===== src/rtl/regfile_write_scheduler_pkg.sv =====
// rtl/regfile_write_scheduler_pkg.sv - shared widths, requester IDs and helpers for the write scheduler
//
// Purpose:
//   Common definitions for the register-file write scheduler and its sub-modules.
// Contents:
//   DATA_W, SEL_W, NUM_REGS - write data width, register select width, register count
//   req_id_t                - writeback requester ID; the value doubles as a bit index
//                             into request/grant vectors
//   wr_req_t                - one write request (destination select + data)
//   sel_onehot()            - register select to one-hot scoreboard mask

package regfile_write_scheduler_pkg;

    localparam int DATA_W   = 16;
    localparam int SEL_W    = 4;
    localparam int NUM_REGS = 16;

    typedef enum logic {
        REQ_ALU = 1'b0,
        REQ_MEM = 1'b1
    } req_id_t;

    typedef struct packed {
        logic [SEL_W-1:0]  sel;
        logic [DATA_W-1:0] data;
    } wr_req_t;

    function automatic logic [NUM_REGS-1:0] sel_onehot(input logic [SEL_W-1:0] sel);
        logic [NUM_REGS-1:0] mask;
        mask      = '0;
        mask[sel] = 1'b1;
        return mask;
    endfunction

endpackage


===== src/rtl/regfile_write_scheduler_if.sv =====
// rtl/regfile_write_scheduler_if.sv - bus bundle between pipeline stages, decode and the write scheduler
//
// Purpose:
//   Groups every non-clock/reset signal of the scheduler.
// Signal groups:
//   alu_valid/alu_sel/alu_data/alu_ready - ALU writeback request and grant
//   mem_valid/mem_sel/mem_data/mem_ready - MEM writeback request and grant
//   write_enable/select_input/write_data - registered register-file write port
//   reserve/reserve_sel/reserve_ready    - decode destination reservation
//   select_a/select_b/busy_a/busy_b      - decode operand scoreboard lookup
// Modports:
//   master - the requesters and decode (drive requests, observe results)
//   slave  - the scheduler itself

interface regfile_write_scheduler_if;
    import regfile_write_scheduler_pkg::*;

    logic              alu_valid;
    logic [SEL_W-1:0]  alu_sel;
    logic [DATA_W-1:0] alu_data;
    logic              alu_ready;

    logic              mem_valid;
    logic [SEL_W-1:0]  mem_sel;
    logic [DATA_W-1:0] mem_data;
    logic              mem_ready;

    logic              write_enable;
    logic [SEL_W-1:0]  select_input;
    logic [DATA_W-1:0] write_data;

    logic              reserve;
    logic [SEL_W-1:0]  reserve_sel;
    logic              reserve_ready;

    logic [SEL_W-1:0]  select_a;
    logic [SEL_W-1:0]  select_b;
    logic              busy_a;
    logic              busy_b;

    modport master (
        output alu_valid, alu_sel, alu_data,
        input  alu_ready,
        output mem_valid, mem_sel, mem_data,
        input  mem_ready,
        input  write_enable, select_input, write_data,
        output reserve, reserve_sel,
        input  reserve_ready,
        output select_a, select_b,
        input  busy_a, busy_b
    );

    modport slave (
        input  alu_valid, alu_sel, alu_data,
        output alu_ready,
        input  mem_valid, mem_sel, mem_data,
        output mem_ready,
        output write_enable, select_input, write_data,
        input  reserve, reserve_sel,
        output reserve_ready,
        input  select_a, select_b,
        output busy_a, busy_b
    );

endinterface


===== src/rtl/regfile_write_scheduler_rr_arbiter2.sv =====
// rtl/regfile_write_scheduler_rr_arbiter2.sv - two-way round-robin arbiter with a last-grant flop
//
// Purpose:
//   Grants one of two requesters per cycle. A lone requester always wins; under
//   contention the requester that did not win most recently is granted.
// Ports:
//   i_clk    in  1  clock, rising edge
//   i_rst    in  1  asynchronous active-high reset (last grant -> MEM)
//   i_req    in  2  request vector, indexed by req_id_t
//   o_grant  out 2  one-hot (or zero) grant vector, combinational
//   o_winner out 1  granted requester ID, meaningful only when |o_grant

module rr_arbiter2
    import regfile_write_scheduler_pkg::*;
(
    input  logic       i_clk,
    input  logic       i_rst,
    input  logic [1:0] i_req,
    output logic [1:0] o_grant,
    output req_id_t    o_winner
);

    req_id_t r_last_grant;
    req_id_t w_last_grant_next;

    // Resetting to MEM makes ALU the winner of the first contention.
    always_ff @(posedge i_clk or posedge i_rst) begin
        if (i_rst) begin
            r_last_grant <= REQ_MEM;
        end else begin
            r_last_grant <= w_last_grant_next;
        end
    end

    always_comb begin
        w_last_grant_next = r_last_grant;
        if (|o_grant) begin
            w_last_grant_next = o_winner;
        end
    end

    always_comb begin
        o_grant  = 2'b00;
        o_winner = REQ_ALU;
        if (i_req[REQ_ALU] && (!i_req[REQ_MEM] || (r_last_grant == REQ_MEM))) begin
            o_grant[REQ_ALU] = 1'b1;
            o_winner         = REQ_ALU;
        end else if (i_req[REQ_MEM]) begin
            o_grant[REQ_MEM] = 1'b1;
            o_winner         = REQ_MEM;
        end
    end

endmodule


===== src/rtl/regfile_write_scheduler.sv =====
// rtl/regfile_write_scheduler.sv - shares the register-file write port between ALU and MEM and tracks pending writes
//
// Purpose:
//   Round-robin arbitrates ALU and MEM writebacks onto the single register-file
//   write port (one registered write per cycle, 1-cycle grant->strobe latency)
//   and keeps a 16-bit pending-write scoreboard for decode.
// Ports:
//   i_clk in  1  clock, rising edge
//   i_rst in  1  asynchronous active-high reset
//   bus   slave modport of regfile_write_scheduler_if:
//         alu_*/mem_*             writeback requests in, ready (grant) out
//         write_enable/select_input/write_data  registered write port out
//         reserve/reserve_sel in, reserve_ready out
//         select_a/select_b in, busy_a/busy_b out

module regfile_write_scheduler
    import regfile_write_scheduler_pkg::*;
(
    input  logic                      i_clk,
    input  logic                      i_rst,
    regfile_write_scheduler_if.slave  bus
);

    logic [1:0]          w_req;
    logic [1:0]          w_grant;
    req_id_t             w_winner;
    wr_req_t             w_alu_req;
    wr_req_t             w_mem_req;
    wr_req_t             w_win_req;

    logic                r_we;
    logic [SEL_W-1:0]    r_sel;
    logic [DATA_W-1:0]   r_data;

    logic [NUM_REGS-1:0] r_busy;
    logic [NUM_REGS-1:0] w_busy_next;
    logic [NUM_REGS-1:0] w_clr_mask;
    logic [NUM_REGS-1:0] w_set_mask;
    logic                w_reserve_ready;
    logic                w_reserve_fire;

    // Request vector bit positions follow the requester IDs.
    assign w_req[REQ_ALU] = bus.alu_valid;
    assign w_req[REQ_MEM] = bus.mem_valid;

    rr_arbiter2 u_arb (
        .i_clk    (i_clk),
        .i_rst    (i_rst),
        .i_req    (w_req),
        .o_grant  (w_grant),
        .o_winner (w_winner)
    );

    assign w_alu_req = '{sel: bus.alu_sel, data: bus.alu_data};
    assign w_mem_req = '{sel: bus.mem_sel, data: bus.mem_data};
    assign w_win_req = (w_winner == REQ_MEM) ? w_mem_req : w_alu_req;

    // Write port: strobe for exactly one cycle per grant; select/data hold
    // their last written values while idle.
    always_ff @(posedge i_clk or posedge i_rst) begin
        if (i_rst) begin
            r_we   <= 1'b0;
            r_sel  <= '0;
            r_data <= '0;
        end else if (|w_grant) begin
            r_we   <= 1'b1;
            r_sel  <= w_win_req.sel;
            r_data <= w_win_req.data;
        end else begin
            r_we   <= 1'b0;
        end
    end

    // A busy register may be re-reserved in the very cycle its write lands,
    // since the clear and the new set resolve to "still busy".
    assign w_reserve_ready = ~r_busy[bus.reserve_sel] | (r_we & (r_sel == bus.reserve_sel));
    assign w_reserve_fire  = bus.reserve & w_reserve_ready;

    always_comb begin
        w_clr_mask  = r_we           ? sel_onehot(r_sel)           : '0;
        w_set_mask  = w_reserve_fire ? sel_onehot(bus.reserve_sel) : '0;
        // Set applied after clear so a same-cycle set/clear leaves the bit set.
        w_busy_next = (r_busy & ~w_clr_mask) | w_set_mask;
    end

    always_ff @(posedge i_clk or posedge i_rst) begin
        if (i_rst) begin
            r_busy <= '0;
        end else begin
            r_busy <= w_busy_next;
        end
    end

    assign bus.alu_ready     = w_grant[REQ_ALU];
    assign bus.mem_ready     = w_grant[REQ_MEM];
    assign bus.write_enable  = r_we;
    assign bus.select_input  = r_sel;
    assign bus.write_data    = r_data;
    assign bus.reserve_ready = w_reserve_ready;
    // No bypass from the write port: a register still reads busy in its write cycle.
    assign bus.busy_a        = r_busy[bus.select_a];
    assign bus.busy_b        = r_busy[bus.select_b];

endmodule


===== src/flat_wrapper.sv =====
// flat-port wrapper written by rule: the top's interface ports become plain ports
module regfile_write_scheduler_flat import regfile_write_scheduler_pkg::*;
  (i_clk, i_rst, bus_alu_valid, bus_alu_sel, bus_alu_data, bus_alu_ready, bus_mem_valid, bus_mem_sel, bus_mem_data, bus_mem_ready, bus_write_enable, bus_select_input, bus_write_data, bus_reserve, bus_reserve_sel, bus_reserve_ready, bus_select_a, bus_select_b, bus_busy_a, bus_busy_b);
  regfile_write_scheduler_if bus_i ();
  input  logic i_clk;
  input  logic i_rst;
  input wire logic [$bits(bus_i.alu_valid)-1:0] bus_alu_valid;
  input wire logic [$bits(bus_i.alu_sel)-1:0] bus_alu_sel;
  input wire logic [$bits(bus_i.alu_data)-1:0] bus_alu_data;
  output wire logic [$bits(bus_i.alu_ready)-1:0] bus_alu_ready;
  input wire logic [$bits(bus_i.mem_valid)-1:0] bus_mem_valid;
  input wire logic [$bits(bus_i.mem_sel)-1:0] bus_mem_sel;
  input wire logic [$bits(bus_i.mem_data)-1:0] bus_mem_data;
  output wire logic [$bits(bus_i.mem_ready)-1:0] bus_mem_ready;
  output wire logic [$bits(bus_i.write_enable)-1:0] bus_write_enable;
  output wire logic [$bits(bus_i.select_input)-1:0] bus_select_input;
  output wire logic [$bits(bus_i.write_data)-1:0] bus_write_data;
  input wire logic [$bits(bus_i.reserve)-1:0] bus_reserve;
  input wire logic [$bits(bus_i.reserve_sel)-1:0] bus_reserve_sel;
  output wire logic [$bits(bus_i.reserve_ready)-1:0] bus_reserve_ready;
  input wire logic [$bits(bus_i.select_a)-1:0] bus_select_a;
  input wire logic [$bits(bus_i.select_b)-1:0] bus_select_b;
  output wire logic [$bits(bus_i.busy_a)-1:0] bus_busy_a;
  output wire logic [$bits(bus_i.busy_b)-1:0] bus_busy_b;
  assign bus_i.alu_valid = bus_alu_valid;
  assign bus_i.alu_sel = bus_alu_sel;
  assign bus_i.alu_data = bus_alu_data;
  assign bus_alu_ready = bus_i.alu_ready;
  assign bus_i.mem_valid = bus_mem_valid;
  assign bus_i.mem_sel = bus_mem_sel;
  assign bus_i.mem_data = bus_mem_data;
  assign bus_mem_ready = bus_i.mem_ready;
  assign bus_write_enable = bus_i.write_enable;
  assign bus_select_input = bus_i.select_input;
  assign bus_write_data = bus_i.write_data;
  assign bus_i.reserve = bus_reserve;
  assign bus_i.reserve_sel = bus_reserve_sel;
  assign bus_reserve_ready = bus_i.reserve_ready;
  assign bus_i.select_a = bus_select_a;
  assign bus_i.select_b = bus_select_b;
  assign bus_busy_a = bus_i.busy_a;
  assign bus_busy_b = bus_i.busy_b;
  regfile_write_scheduler u_core (.i_clk(i_clk), .i_rst(i_rst), .bus(bus_i));
endmodule

===== config.mk =====
export PLATFORM = sky130hd
export DESIGN_NAME = regfile_write_scheduler_flat
export DESIGN_NICKNAME = d
export VERILOG_FILES = /design/src/rtl/regfile_write_scheduler_pkg.sv /design/src/rtl/regfile_write_scheduler_if.sv /design/src/rtl/regfile_write_scheduler_rr_arbiter2.sv /design/src/rtl/regfile_write_scheduler.sv /design/src/flat_wrapper.sv
export SDC_FILE = /design/constraint.sdc
export NUM_CORES = 1
export LEC_CHECK = 0
export CELL_PAD_IN_SITES_DETAIL_PLACEMENT = 2
export CELL_PAD_IN_SITES_GLOBAL_PLACEMENT = 2
export CORE_UTILIZATION = 29
export DETAILED_ROUTE_END_ITERATION = 16
export GPL_TIMING_DRIVEN = 0
export PLACE_DENSITY = 0.94
export SYNTH_ARGS = -nofsm -noshare
export SYNTH_HDL_FRONTEND = slang
export SYNTH_SLANG_ARGS = --single-unit
export TNS_END_PERCENT = 100

===== constraint.sdc =====
create_clock -name i_clk -period 2.48 [get_ports i_clk]
set_input_delay 0.496 -clock i_clk [delete_from_list [all_inputs] [get_ports i_clk]]
set_output_delay 0.496 -clock i_clk [all_outputs]
set_load 0.03 [all_outputs]

# Word level (Yosys, flattened, before mapping)
# Index checks and enable logic that the tools add are counted.
[classes]
bitwise_logic = 7
n_lt_le_gt_ge = 6
n_eq_ne = 1
n_mux = 17
reduce_logical = 6
[ops]
columns = ["op", "n"]
rows = [
  ["$mux W16", 2],
  ["$lt A4 B5 Y1 const B", 4],
  ["$mux W20", 1],
  ["$and A16 B16 Y16", 1],
  ["$not A16 Y16", 1],
  ["$or A16 B16 Y16", 1],
  ["$bmux W1 S4", 3],
  ["$mux W1", 9],
  ["$demux W1 S4", 2],
  ["$ge A4 B1 Y1 const B", 2],
  ["$eq A4 B4 Y1", 1],
  ["$logic_and A1 B1 Y1", 3],
  ["$and A1 B1 Y1", 2],
  ["$reduce_or A2 Y1", 1],
  ["$logic_not A1 Y1", 1],
  ["$logic_or A1 B1 Y1", 1],
  ["$not A1 Y1", 1],
  ["$or A1 B1 Y1", 1],
]
[word_totals]
output_inout_bits = 26
register_bits = 38

# Longest topological paths before layout
# Gate-level depths: netlist of run 1.
[depth]
word_depth = 8
mapped_depth = 6
depth_no_buf = 4

# Hierarchy
# A second synthesis of run 1 with hierarchy kept.
[hier_totals]
hier_cells = 196
hier_area_um2 = 2217.1
[by_module_without_submodules]
columns = ["module", "area_each_um2", "seq_area_each_um2", "cells_per_inst", "instances"]
rows = [
  ["regfile_write_scheduler", 2152.1, 925.9, 188, 1],
  ["rr_arbiter2", 65.1, 26.3, 8, 1],
]

# Least setup slack after synthesis of run 1
# Ideal clock, no wire load.
[synth_timing]
path_kind = "input to output"
from = "input bus_reserve_sel[1]"
to = "output bus_reserve_ready"
path_slack_ns = 0.299
n_path_buf = 2
path_stages = 6
arrival_ns = 1.685
cell_sequence = "buf_6 buf_12 mux2i_1 mux4_2 mux2i_1 nand2_1"
[synth_between]
elab_chain_len = 4
elab_cells_between_ends = 6
cone_classes = "1 x eq/ne; 2 x mux; 3 x bitwise"
[synth_rtl]
columns = ["element", "line_no", "source"]
rows = [
  ["start, declared", "flat_wrapper.sv:19", "input wire logic [$bits(bus_i.reserve_sel)-1:0] bus_reserve_sel;"],
  ["$bmux W1 S4", "regfile_write_scheduler.sv:76", "assign w_reserve_ready = ~r_busy[bus.reserve_sel] | (r_we & (r_sel == bus.reserve_sel));"],
  ["$mux W1 (not written as such)", "regfile_write_scheduler.sv:76", ""],
  ["$not A1 Y1", "regfile_write_scheduler.sv:76", ""],
  ["$or A1 B1 Y1 (*)", "regfile_write_scheduler.sv:76", ""],
  ["end, declared", "flat_wrapper.sv:20", "output wire logic [$bits(bus_i.reserve_ready)-1:0] bus_reserve_ready;"],
]
# Mark *: on every way between the ends. The rest lies on a longest branch, timed or not. The select of a mux whose other input is x is not followed.

# Worst setup path in the final report of run 1
# Same ends and word-level chain as after synthesis.

==> results.json, run 1 <==
{
  "crit_path_frequent_cell": "mux2i_1",
  "critPathSlowestCell": "mux4_2",
  "grt_usage": 0.204,
  "synth_ff_type": "dfrtp_1",
  "synthToLayoutAreaGrowth_pct": 43.9,
  "whs_ns": 0.488,
  "ys_seq_elements": 38,
  "drv_slew": 0,
  "path_cells": "buf_6, buf_12, mux2i_1, mux4_2, mux2i_1, nand2_1, clkdlybuf4s15_2",
  "dr_total_vias": 1983,
  "endpoint": "bus_reserve_ready",
  "worstMarginPinSlew_ns": 0.830,
  "grt_max_degree": 39,
  "clk_pin_slew_ns": 0.07,
  "synth-seq-area-share": 0.433,
  "finalHoldViolations": 0,
  "grt_pass1_wl_mm": 12.1,
  "synth_fp_nets": 252,
  "stdcell_count": 379,
  "worst_ep_arrival_time_ns": 1.94,
  "grt_setup_unrepaired": "false",
  "fin_crit_ns": 2.44,
  "r2r_start": "u_core.bus.select_input[2]",
  "start_util": 0.301,
  "worstPathMaxFanout": 10,
  "synth_cell_types": 26,
  "vias_per_cell": 5.23,
  "coreArea_sq_mm": 0.00729,
  "synth.cell_area_sq_mm": 0.00220,
  "syn_inst": 195,
  "cts_tree": "done",
  "power.total_mw": 2.49,
  "cp.depth": 7,
  "synth_edf_count": 0,
  "ant_nets": 0,
  "wl_per_cell_um": 19.4,
  "place_inst": 371,
  "path_buf_inv": 3,
  "p_leak_nw": 1.29,
  "cp-startpoint": "bus_reserve_sel[1]",
  "dp_hpwl_mm": 5.66,
  "clk-insertion-delay-late_ns": 0.29,
  "finalSetupViolCount": 0,
  "yosys.area.top_type": "dfrtp_1",
  "clock.fmax_mhz": 410,
  "grt_use_met3": 0.0443,
  "diodes": 0,
  "die_w_um": 89.0,
  "drc": 0,
  "r2r.worst_path.cells": 5,
  "wl_mm": 7.37,
  "cts_buffers": 5,
  "overflow": 0,
  "grt_use_met2": 0.380,
  "critical_path_class": "input port to output port",
  "die_area_sq_mm": 0.00793,
  "async_flop_share": 1.00,
  "gp_congestion": 0.809,
  "yosysMostFrequentCell": "dfrtp_1",
  "required_ns": 1.98,
  "num-nets-final": 337,
  "cap_viol_max_count": 0,
  "drive_gt1_frac": 0.143,
  "vdd.ir_drop.worst_uv": 299,
  "fin_tns_setup_ns": 0,
  "relSlewSlack": 0.446,
  "crit_family": "multiplexers",
  "finalClockSkew_ns": 0.00356,
  "end_kind": "output port",
  "htreeDepth": 2,
  "hold_path_class": "register to register",
  "power.density_mw_per_mm2": 787,
  "synth_warnings": 0,
  "synthesis.area_per_instance_sq_um": 11.3,
  "drt_pass1_iterations": 4,
  "die_h_um": 89.0,
  "yosys-top-cells-area": "dfrtp_1 (42%), mux2i_1 (13%), mux4_2 (12%)",
  "period_share": 0.984,
  "grt.busiest_layer": "met2",
  "status": "finished, final reports clean",
  "gr-usage-met1": 0.240,
  "drt-initial-drc-count": 105,
  "pin_count": 83,
  "portBuffers": 77,
  "rows": 31,
  "reg2reg_slack_ns": 0.81,
  "antenna_found_initial": 0,
  "clock-sinks": 38,
  "grt_pass1_vias": 2334,
  "cp-start-kind": "input port",
  "yosys-top-cells-count": "dfrtp_1 (37), mux2i_1 (29), a21oi_1 (20), nor2_1 (20), o21ai_0 (17)",
  "cp_slowest_stage_delay_ns": 0.55,
  "cts_max_path_buffers": 2,
  "rr_endpoint": "u_core.r_busy[3]",
  "root_buffer": "clkbuf_8",
  "synth_top_area_frac": 0.421
}
-- stage by stage --
stage	worst slack (ns)	instance area (sq um)	util
3_5_place_dp	-0.820	3090	0.424
6_report	0.0399	3160	0.434
5_1_grt	0.0282	3160	0.434
3_3_place_gp	-0.766	3090	0.424
2_1_floorplan	0.299	2200	-
4_1_cts	-0.106	3180	0.436
-- where the power goes --
group	switching [mW]	leakage [nW]	internal (mW)	total (mW)
registers	0.207	0.441	0.800	1.01
clock network	0.217	0.0383	0.194	0.411
logic	0.544	0.811	0.527	1.07
total	0.968	1.29	1.52	2.49
-- cell usage in the layout (no fill, tap or decap), drive strengths merged, types with 2 or more instances in the layout --
master and instances:
clkdlybuf4s50 68, dfrtp 37, mux2i 29, nor2 20, a21oi 20, o21ai 17
buf 13, mux4 12, o31ai 12, clkbuf 11, nand2b 5, nand2 4
nand3b 4, o41ai 4, xor2 3, nand3 3, dlygate4sd2 3, inv 3
or2 2, a31oi 2, or3b 2
-- flip-flops by register name, summed over array words and instances, names as in the netlist --
name / flops
u_core.bus.write_enable: 1
u_core.u_arb.r_last_grant: 1
u_core.bus.select_input: 4
u_core.bus.write_data: 16
u_core.r_busy: 16
-- worst min-delay path, delay by kind of cell (launching register included) --
kind	cells	cell delay [ns]
buffers and inverters	1	0.04
AO/OA/AOI/OAI	1	0.07
flip-flops	1	0.37
-- layout make-up --
cell class / count / area (sq um)
Fill cell: 800 / 4130
Multi-Input combinational cell: 142 / 1160
Sequential cell: 38 / 952
Timing Repair Buffer: 78 / 758
Tap cell: 99 / 124
Buffer: 12 / 78.8
Clock buffer: 7 / 76.3
Inverter: 3 / 11.3
-- what timing repair did --
action,4_1_cts,5_1_grt
hold buffers,0,0
pin swaps,1,0
endpoints found under the setup margin,5,3
buffers inserted,1,0
gates resized for setup,24,7
-- metal layers --
layer,part of all wire,wire (um)
met1,0.41,2990
met2,0.53,3880
met3,0.055,402
met4,0.014,101
met5,0,0
-- worst min-delay path by stage --
stage	start	endpoint	cells after the start
6_report	u_core.u_arb.r_last_grant	u_core.u_arb.r_last_grant	2
5_1_grt	u_core.u_arb.r_last_grant	u_core.u_arb.r_last_grant	2
4_1_cts	u_core.u_arb.r_last_grant	u_core.u_arb.r_last_grant	2
3_5_place_dp	u_core.u_arb.r_last_grant	u_core.u_arb.r_last_grant	2
3_3_place_gp	u_core.u_arb.r_last_grant	u_core.u_arb.r_last_grant	2
2_1_floorplan	u_core.u_arb.r_last_grant	u_core.u_arb.r_last_grant	2
-- kinds of logic after synthesis --
| group | synth area share |
|---|---|
| compound gates | 0.161 |
| xor+xnor | 0.0159 |
| mux | 0.255 |
| buf+inv | 0.0382 |
| simple gates | 0.0968 |
| flops | 0.433 |
(Power assumes the default switching activity.)
==> run 2: changes to the inputs <==
CELL_PAD_IN_SITES_DETAIL_PLACEMENT = unset   (was 2)
CELL_PAD_IN_SITES_GLOBAL_PLACEMENT = unset   (was 2)
CORE_UTILIZATION = 48   (was 29)
PLACE_DENSITY = 0.95   (was 0.94)
SETUP_SLACK_MARGIN = 0.15   (was unset)
==> results.json, run 2 (synthesis results as in run 1) <==
{
  "finalSetupViolCount": 0,
  "grt_usage": 0.267,
  "grt_pass1_wl_mm": 9.89,
  "path_buf_inv": 1,
  "clock-sinks": 38,
  "clk_pin_slew_ns": 0.08,
  "finalClockSkew_ns": 0.0103,
  "grt_pass1_vias": 2053,
  "worst_ep_arrival_time_ns": 1.86,
  "hold_path_class": "register to register",
  "path_cells": "mux4_2, mux4_2, buf_6",
  "worstMarginPinSlew_ns": 0.787,
  "num-nets-final": 339,
  "critPathSlowestCell": "mux4_2",
  "grt_setup_unrepaired": "true",
  "p_leak_nw": 1.34,
  "portBuffers": 77,
  "drv_slew": 0,
  "clock.fmax_mhz": 425,
  "period_share": 0.950,
  "rows": 24,
  "nFillCells": 283,
  "crit_path_frequent_cell": "mux4_2",
  "cts_buffers": 5,
  "gp_congestion": 0.908,
  "final_cell_mix": "clkdlybuf4s50_1 (68), dfrtp_1 (37), mux2i_1 (29)",
  "cp-start-kind": "register",
  "cap_viol_max_count": 0,
  "drt_pass1_iterations": 4,
  "die_h_um": 69.7,
  "drt-initial-drc-count": 80,
  "diodes": 0,
  "finalHoldViolations": 0,
  "wl_mm": 6.09,
  "required_ns": 1.98,
  "cts_max_path_buffers": 2,
  "wl_per_cell_um": 18.2,
  "start_util": 0.501,
  "power.density_mw_per_mm2": 848,
  "status": "finished, final reports clean",
  "antenna_found_initial": 0,
  "synthToLayoutAreaGrowth_pct": 46.8,
  "postLayoutCellArea_sq_mm": 0.00323,
  "die_w_um": 69.7,
  "die_area_sq_mm": 0.00485,
  "worstPathMaxFanout": 4,
  "dp_hpwl_mm": 4.62,
  "dr_total_vias": 1955,
  "cp_slowest_stage_delay_ns": 0.50,
  "relSlewSlack": 0.475,
  "coreArea_sq_mm": 0.00438,
  "crit_family": "multiplexers",
  "vias_per_cell": 5.84,
  "final_util": 0.736,
  "overflow": 0,
  "root_buffer": "clkbuf_8",
  "drc": 0,
  "whs_ns": 0.515,
  "drive_gt1_frac": 0.155,
  "ant_nets": 0,
  "power.total_mw": 2.73,
  "grt_max_degree": 39,
  "cts_tree": "done",
  "clk-insertion-delay-late_ns": 0.30,
  "final_common_cell": "clkdlybuf4s50_1",
  "vdd.ir_drop.worst_uv": 511,
  "critical_path_class": "register to output port",
  "placed_cell_area_sq_mm": 0.00303,
  "pin_count": 83,
  "htreeDepth": 2,
  "end_kind": "output port",
  "fin_crit_ns": 2.36
}
[run 2: cell types whose count changed in the layout (fill, tap and decap cells not counted), sizes merged]
| cell | delta |
|---|---|
| dlymetal6s2s | -1 |
| bufinv | +2 |
| buf | +2 |
[run 2: what timing repair did]
item,CTS,global route
pin swaps,0,1
cloned,0,1
buffers inserted,0,2
setup endpoints to repair,5,4
hold buffers,0,0
gates resized for setup,35,9
[run 2: worst reg2reg max path, cell delays in order, from the launching register on]
cell     delay [ns]
dfrtp_1        0.47
xor2_1         0.23
nor3_4         0.30
a31oi_4        0.18
o41ai_1        0.35
[run 2: power by group]
part	leakage [nW]	internal, mW	total, mW	switching (mW)
Combinational	0.823	0.559	1.09	0.527
Sequential	0.441	0.800	0.992	0.192
Clock	0.0714	0.429	0.657	0.228
[run 2: per-layer routing]
metal	wire length, um	track usage	up-vias
met3	524	0.0901	11
met5	0	0	-
met1	2370	0.296	941
met4	116	0.107	0
li1	-	-	906
met2	3080	0.470	97
[run 2: path summary, 6_finish.rpt]
kind	depth (start not counted)	slack, ns	from	endpoint
min in group asynchronous	2	0.65	i_rst	u_core.bus.write_data[11]
worst max-delay path	3	0.12	u_core.r_busy[3]	bus_busy_b
max in group asynchronous	2	1.31	i_rst	u_core.r_busy[13]
worst min register to register	2	0.52	u_core.u_arb.r_last_grant	u_core.u_arb.r_last_grant
worst min-delay path	2	0.52	u_core.u_arb.r_last_grant	u_core.u_arb.r_last_grant
worst max register to register	4	0.84	u_core.bus.select_input[3]	u_core.r_busy[3]
[run 2: layout make-up]
class / instances / area [sq um] / share of cell area
plain buffers: 12 / 86.3 / 0.0268
clock buffers: 6 / 82.6 / 0.0256
clock inverters: 2 / 60.1 / 0.0186
inverters: 3 / 11.3 / 0.00349
multi-input cells: 142 / 1170 / 0.362
flip-flops and latches: 38 / 952 / 0.295
well taps: 52 / 65.1 / 0.0202
repair buffers: 80 / 801 / 0.248
[run 2: stage by stage]
step / TNS [ns] / cells / setup slack [ns]
2_1_floorplan: 0 / 195 / 0.299
6_report: 0 / 335 / 0.124
4_1_cts: 0 / 332 / 0.107
3_3_place_gp: -2.00 / 324 / -0.753
5_1_grt: 0 / 335 / 0.0996
3_5_place_dp: -2.10 / 324 / -0.792
==> run 3: changes to the inputs <==
CAP_MARGIN = 0   (was unset)
==> results of run 3 <==
The final DEF is identical to that of run 2; final timing and power are the same.
